===== src/rtl/reg32_nibble_reader.sv =====
// Captures a 32-bit word on load and presents it as eight 4-bit nibbles
// under a valid/ready handshake, pulsing done for one cycle after the last nibble.
module reg32_nibble_reader #(
   parameter bit MSB_FIRST = 1'b0
) (
   input  logic        clk_i,
   input  logic        reset_i,
   input  logic [31:0] d_i,
   input  logic        load_i,
   input  logic        nib_ready_i,
   output logic [3:0]  nib_o,
   output logic        nib_valid_o,
   output logic        last_o,
   output logic        busy_o,
   output logic        done_o
);

   // state | meaning
   // IDLE  | waiting for load; outputs quiet
   // SEND  | presenting nibble idx_q of the shadow word
   // DONE  | single-cycle done pulse, then back to IDLE
   typedef enum logic [1:0] {
      IDLE = 2'd0,
      SEND = 2'd1,
      DONE = 2'd2
   } state_t;

   state_t      state_q, state_d;
   logic [2:0]  idx_q, idx_d;
   logic [31:0] shadow_q, shadow_d;
   logic [2:0]  sel;
   logic [4:0]  lsb;

   always_ff @(posedge clk_i or posedge reset_i) begin
      if (reset_i) begin
         state_q  <= IDLE;
         idx_q    <= 3'd0;
         shadow_q <= 32'h0000_0000;
      end else begin
         state_q  <= state_d;
         idx_q    <= idx_d;
         shadow_q <= shadow_d;
      end
   end

   always_comb begin
      state_d  = state_q;
      idx_d    = idx_q;
      shadow_d = shadow_q;
      case (state_q)
         IDLE: begin
            if (load_i) begin
               shadow_d = d_i;
               idx_d    = 3'd0;
               state_d  = SEND;
            end
         end
         SEND: begin
            // idx stops at 7; the final transfer exits instead of wrapping
            if (nib_ready_i) begin
               if (idx_q == 3'd7) begin
                  state_d = DONE;
               end else begin
                  idx_d = idx_q + 3'd1;
               end
            end
         end
         DONE: begin
            state_d = IDLE;
         end
         default: begin
            state_d = IDLE;
         end
      endcase
   end

   // MSB-first order walks nibble slots 7..0, i.e. the bitwise inverse of idx
   assign sel = MSB_FIRST ? ~idx_q : idx_q;
   assign lsb = {sel, 2'b00};

   always_comb begin
      nib_o       = 4'h0;
      nib_valid_o = 1'b0;
      last_o      = 1'b0;
      busy_o      = 1'b0;
      done_o      = 1'b0;
      case (state_q)
         SEND: begin
            nib_o       = shadow_q[lsb +: 4];
            nib_valid_o = 1'b1;
            last_o      = (idx_q == 3'd7);
            busy_o      = 1'b1;
         end
         DONE: begin
            busy_o = 1'b1;
            done_o = 1'b1;
         end
         default: begin
            nib_o = 4'h0;
         end
      endcase
   end

endmodule


===== config.mk =====
export PLATFORM = sky130hd
export DESIGN_NAME = reg32_nibble_reader
export DESIGN_NICKNAME = d
export VERILOG_FILES = /design/src/rtl/reg32_nibble_reader.sv
export SDC_FILE = /design/constraint.sdc
export NUM_CORES = 1
export LEC_CHECK = 0
export BUFFER_PORTS_ARGS = -buffer_cell sky130_fd_sc_hd__buf_2
export CAP_MARGIN = 20
export CORE_MARGIN = 1.5
export CORE_UTILIZATION = 50
export CTS_BUF_LIST = sky130_fd_sc_hd__clkbuf_2
export CTS_CLUSTER_DIAMETER = 100
export CTS_CLUSTER_SIZE = 25
export DETAILED_ROUTE_END_ITERATION = 12
export PLACE_DENSITY_LB_ADDON = 0.08
export SYNTH_ARGS = -nofsm -noshare
export SYNTH_HDL_FRONTEND = slang
export SYNTH_SLANG_ARGS = --single-unit

===== constraint.sdc =====
create_clock -name clk_i -period 1.8 [get_ports clk_i]
set_clock_uncertainty 0.1 [all_clocks]
set_input_delay 0.09 -clock clk_i [delete_from_list [all_inputs] [get_ports clk_i]]
set_output_delay 0.09 -clock clk_i [all_outputs]
set_load 0.1 [all_outputs]

==> results.cfg, run 1 <==
[outcome]
outcome = finished with violations
violations = setup timing

[timing]
final.min_clock_period_ns = 2.12
setup_viol = 6
grt_setup_unrepaired = yes
whs_ns = 0.0995
min_period_over_period_pct = 118
fin_ws_ns = -0.319
finalSetupTns_ns = -1.62
drv_slew = 0
max_freq_mhz = 472
max_slew_margin_pct = 67.6
worst_pin_slew_ns = 0.490
hold_violations = 0

[die]
die_h_um = 63.2
fp.dieW_um = 63.2
start_util_pct = 53.1
fp.dieArea_sq_um = 4000
core.rowCount = 21
io_pins = 44
core_area_sq_um = 3420

[placement]
dpl.hpwl_mm = 2.71
dpl_worst_slack_ns = -0.0153
place_area_sq_um = 2200
place.gp.congestion = 0.825
io_buffers = 43
post-place-cells = 218

[clock_network]
cts_num_sinks = 37
cts_tree = yes
cts.clk_slew.worst_paths_ns = 0.19
clock_latency_ns = 0.39
ctsLongestPathBuffers = 2
cts_root_buf = clkbuf_2
numCtsBuffers = 5
cts_htree_levels = 2

[setup_path]
timing.critical_path.cells = buf_4 -> mux4_2 -> mux2i_4 -> nor2_4 -> buf_12
cp.required_ns = 1.61
cp-end-kind = primary output
cp_top_family = multiplexers
slowest_delay_ns = 0.53
worst_ep_arrival_time_ns = 1.93
cp_num_buf_inv = 2
worst-path-max-fanout = 3
start_kind = flip-flop
crit_type = reg2out
worst_path_max_delay_cell = mux4_2

[yosys]
async_flop_share_pct = 100
synth-seq-cells = 37
syn_nets = 166
syn_inst = 125
ys.flop_type = dfrtp_1
syn-cell-area_sq_um = 1810
ys_types = 25
ys_seq_area_share_pct = 51.1
avgSynthCellArea_sq_um = 14.5
synth-edff-count = 0
ys_warn_count = 0

[global_route]
track_usage_pct = 22.0
grt_pass1_vias = 1464
grt_max_degree = 38
grt_pass1_wl_mm = 6.65
grt-ovfl-total = 0
antenna_found_initial = 0

[power_and_ir_drop]
power.density_nw_per_um2 = 1830
p_leak_nw = 1.22
power.total_mw = 5.00
max-vdd-ir-drop_mv = 1.60

[layout]
synthToLayoutAreaGrowth_pct = 50.8
final_cells = 262
postLayoutCellArea_sq_um = 2730
fillers = 205
diodes = 0
register_area_sq_um = 927
nets = 256
multi_input_area_sq_um = 926
drive_gt1_share_pct = 59.3
final_util_pct = 80.0

[routing]
ant_nets = 0
wl_per_cell_um = 15.6
first_iter_violations = 17
vias = 1359
drc = 0
first_pass_iters = 3
wl_mm = 4.08
viasPerCell = 5.19

[run]
maxCapViolCount = 0

[hold_path]
hold_path.class = in2reg
-- registers in the layout (all words and copies together) (netlist names) --
signal	cells
shadow_q	32
idx_q	3
state_q	2
-- cells by family after synthesis --
logic type | Yosys count | synth area share, %
fa+ha+maj | 5 | 3.45
buf+inv | 14 | 4.00
simple gates | 17 | 5.45
compound gates | 7 | 3.38
mux | 45 | 32.6
flops | 37 | 51.1
-- synth_stat cells, types with 2 or more instances --
master / n / area, sq um
nand2_1: 4 / 15.0
buf_6: 2 / 22.5
mux4_2: 8 / 180
mux2_2: 33 / 372
nor2_1: 5 / 18.8
inv_1: 6 / 22.5
clkbuf_1: 2 / 7.51
buf_2: 3 / 15.0
o41ai_1: 2 / 17.5
dfrtp_1: 37 / 926
a22o_1: 2 / 17.5
ha_1: 5 / 62.6
mux2i_1: 4 / 40.0
-- routing by layer --
layer / track usage (%) / vias to the layer above / part of all wire [%]
met5: 0 / - / 0
met2: 40.2 / 33 / 54
met3: 5.36 / 13 / 3.2
met4: 7.88 / 0 / 2.5
met1: 24.9 / 682 / 40
li1: - / 631 / -
-- where the power goes --
part           internal (mW)  switching [mW]
Clock                 0.0918           0.281
Sequential              1.24           0.246
Combinational           1.51            1.64
-- final cells by class --
type	instances	area share (%)
Sequential cell	37	33.9
Multi-Input combinational cell	74	33.9
Timing Repair Buffer	91	27.7
Tap cell	46	2.11
Clock buffer	5	0.915
Inverter	6	0.824
Clock inverter	3	0.641
-- layout by cell type, fill, tap and decap left out, types with 2 or more instances in the layout --
master and count:
buf_12 6, dfrtp_1 36, ha_2 2, buf_6 2, mux2_2 33, a22o_1 2
ha_4 2, mux2i_2 2, inv_1 5, clkbuf_2 5, mux4_2 8, buf_4 12
dlygate4sd3_1 34, buf_2 37, mux2i_4 2, nand2_1 4, nor2_4 4
-- path summary, 6_finish.rpt --
check / slack [ns] / end / from / cells past startpoint
max: -0.32 / nib_o[1] / idx_q[0] / 5
min: 0.1 / idx_q[2] / nib_ready_i / 4
max reg2reg: -0.13 / idx_q[0] / idx_q[0] / 7
min reg2reg: 0.43 / shadow_q[2] / shadow_q[2] / 1
max in group asynchronous: 1.04 / state_q[0] / reset_i / 4
min in group asynchronous: 0.22 / shadow_q[15] / reset_i / 4
-- worst register-to-register path, cell delays in order, from the launching register on --
cell and delay [ns]:
dfrtp_1 0.45, buf_6 0.15, ha_2 0.19, ha_4 0.17
buf_4 0.14, or2_2 0.28, o31ai_2 0.22, a22o_1 0.18
-- repair_timing --
action                     4_1_cts  5_1_grt
hold endpoints to repair        70        0
pin swaps                        0        1
buffers inserted                 0        2
resized for setup               21       13
hold buffers                    34        0
setup endpoints to repair        8       15
Power figures use the tool's default switching activity.
==> run 2, diff against run 1 <==
--- a/config.mk
+++ b/config.mk
@@ -7,8 +7,10 @@
 export LEC_CHECK = 0
 export BUFFER_PORTS_ARGS = -buffer_cell sky130_fd_sc_hd__buf_2
 export CAP_MARGIN = 20
+export CELL_PAD_IN_SITES_DETAIL_PLACEMENT = 1
+export CELL_PAD_IN_SITES_GLOBAL_PLACEMENT = 1
 export CORE_MARGIN = 1.5
-export CORE_UTILIZATION = 50
+export CORE_UTILIZATION = 40
 export CTS_BUF_LIST = sky130_fd_sc_hd__clkbuf_2
 export CTS_CLUSTER_DIAMETER = 100
 export CTS_CLUSTER_SIZE = 25
==> results.cfg, run 2 (synthesized netlist as in run 1, its figures left out) <==
[routing]
first_pass_iters = 4
first_iter_violations = 96
vias = 1331
ant_nets = 0
wl_per_cell_um = 17.1
drc = 0
wl_mm = 4.55
viasPerCell = 5.00

[setup_path]
worst_path_max_delay_cell = mux4_2
worst-path-max-fanout = 5
timing.critical_path.cells = buf_6 -> mux4_2 -> mux2i_4 -> nor2_4 -> buf_12
cp_num_buf_inv = 2
worstSetupStartpoint = idx_q[0]
start_kind = flip-flop
crit_type = reg2out
cp_top_family = multiplexers
cp.required_ns = 1.61
r2r-start = idx_q[0]
worst_ep_arrival_time_ns = 2.00
slowest_delay_ns = 0.56
cp-end-kind = primary output

[timing]
whs_ns = 0.0954
fin_ws_ns = -0.392
setup_viol = 8
min_period_over_period_pct = 122
finalSetupTns_ns = -1.71
max_slew_margin_pct = 67.7
max_freq_mhz = 456
worst_pin_slew_ns = 0.488
hold_violations = 0
final.min_clock_period_ns = 2.19
grt_setup_unrepaired = yes
drv_slew = 0

[die]
fp.dieW_um = 70.3
start_util_pct = 41.6
die_h_um = 70.3
core_area_sq_um = 4350
io_pins = 44
fp.dieArea_sq_um = 4950
core.rowCount = 24

[global_route]
grt_pass1_wl_mm = 7.27
grt_max_degree = 38
grt_pass1_vias = 1483
antenna_found_initial = 0
grt-ovfl-total = 0
track_usage_pct = 19.4

[outcome]
violations = setup timing
outcome = finished with violations

[run]
maxCapViolCount = 0

[clock_network]
cts_tree = yes
cts.clk_slew.worst_paths_ns = 0.19
clock_latency_ns = 0.40
cts_htree_levels = 2
cts_root_buf = clkbuf_2
ctsLongestPathBuffers = 2
cts_num_sinks = 37
numCtsBuffers = 5

[layout]
postLayoutCellArea_sq_um = 2810
largest_reg_flops = 32
top_regs = shadow_q x32, idx_q x3, state_q x2
nets = 254
final_cell_mix = dfrtp_1, buf_2, dlygate4sd3_1, mux2_2, mux4_2
final_util_pct = 64.5
diodes = 0
regMostFlops = shadow_q
synthToLayoutAreaGrowth_pct = 54.8
final_cells = 266
drive_gt1_share_pct = 58.4
fillers = 412

[hold_path]
min_from = nib_ready_i
hold_path.class = in2reg

[placement]
place.gp.congestion = 0.786
post-place-cells = 221
io_buffers = 43
dpl.hpwl_mm = 2.72
dpl_worst_slack_ns = -0.0840
place_area_sq_um = 2190

[power_and_ir_drop]
p_int_mw = 2.93
p_leak_nw = 1.23
p_clk_share_pct = 6.9
pwr-share-comb_pct = 64.3
seqPwrFrac_pct = 28.8
power.density_nw_per_um2 = 1860
power.switching_mw = 2.28
max-vdd-ir-drop_mv = 0.748
power.total_mw = 5.21
switching_share_pct = 43.8
[run 2: changes by cell type in the layout (fill, tap and decap cells not counted), sizes merged]
cell / before / now
buf: 57 / 55
[run 2: path summary, 6_finish.rpt]
check | end | slack, ns | cells past startpoint
max reg2reg | state_q[0] | -0.04 | 8
min in group asynchronous | shadow_q[23] | 0.22 | 4
min reg2reg | shadow_q[9] | 0.43 | 1
min | idx_q[2] | 0.1 | 4
max in group asynchronous | idx_q[2] | 1.05 | 4
max | nib_o[1] | -0.39 | 5
[run 2: layer usage]
metal | vias to the layer above | track usage [%] | part of all wire, %
li1 | 629 | - | -
met1 | 671 | 23.7 | 40
met2 | 26 | 33.6 | 55
met3 | 5 | 4.76 | 3.5
met4 | 0 | 6.20 | 1.0
met5 | - | 0 | 0
[run 2: area by class of cell]
cell class / count / area [sq um] / share of cell area [%]
clock buffer: 5 / 25.0 / 0.892
tap: 52 / 65.1 / 2.32
sequential: 37 / 927 / 33.0
multi-input combinational: 74 / 985 / 35.1
inverter: 6 / 22.5 / 0.802
clock inverter: 3 / 12.5 / 0.446
timing repair buffer: 89 / 769 / 27.4
[run 2: timing repair]
action                     4_1_cts  5_1_grt
buffers inserted                 1        3
hold endpoints to repair        70        0
cloned                           0        0
setup endpoints to repair        9        9
resized for setup               33       13
hold buffers                    34        0
pin swaps                        3        5
[run 2: worst reg2reg max path, delay by kind of cell, from the launching register on]
kind	cells	cell delay, ns
simple gates	2	0.21
mux	1	0.28
flops	1	0.44
buf+inv	3	0.40
fa+ha+maj	2	0.31
[run 2: power by group through the flow]
| stage | Clock (mW) | Combinational (mW) | Sequential (mW) |
|---|---|---|---|
| after floorplan | 0 | 2.19 | 1.39 |
| after global placement | 0 | 2.51 | 1.48 |
| after detailed placement | 0 | 2.58 | 1.50 |
| after CTS | 0.379 | 3.07 | 1.49 |
| after global routing | 0.414 | 3.52 | 1.55 |
| final | 0.361 | 3.35 | 1.50 |
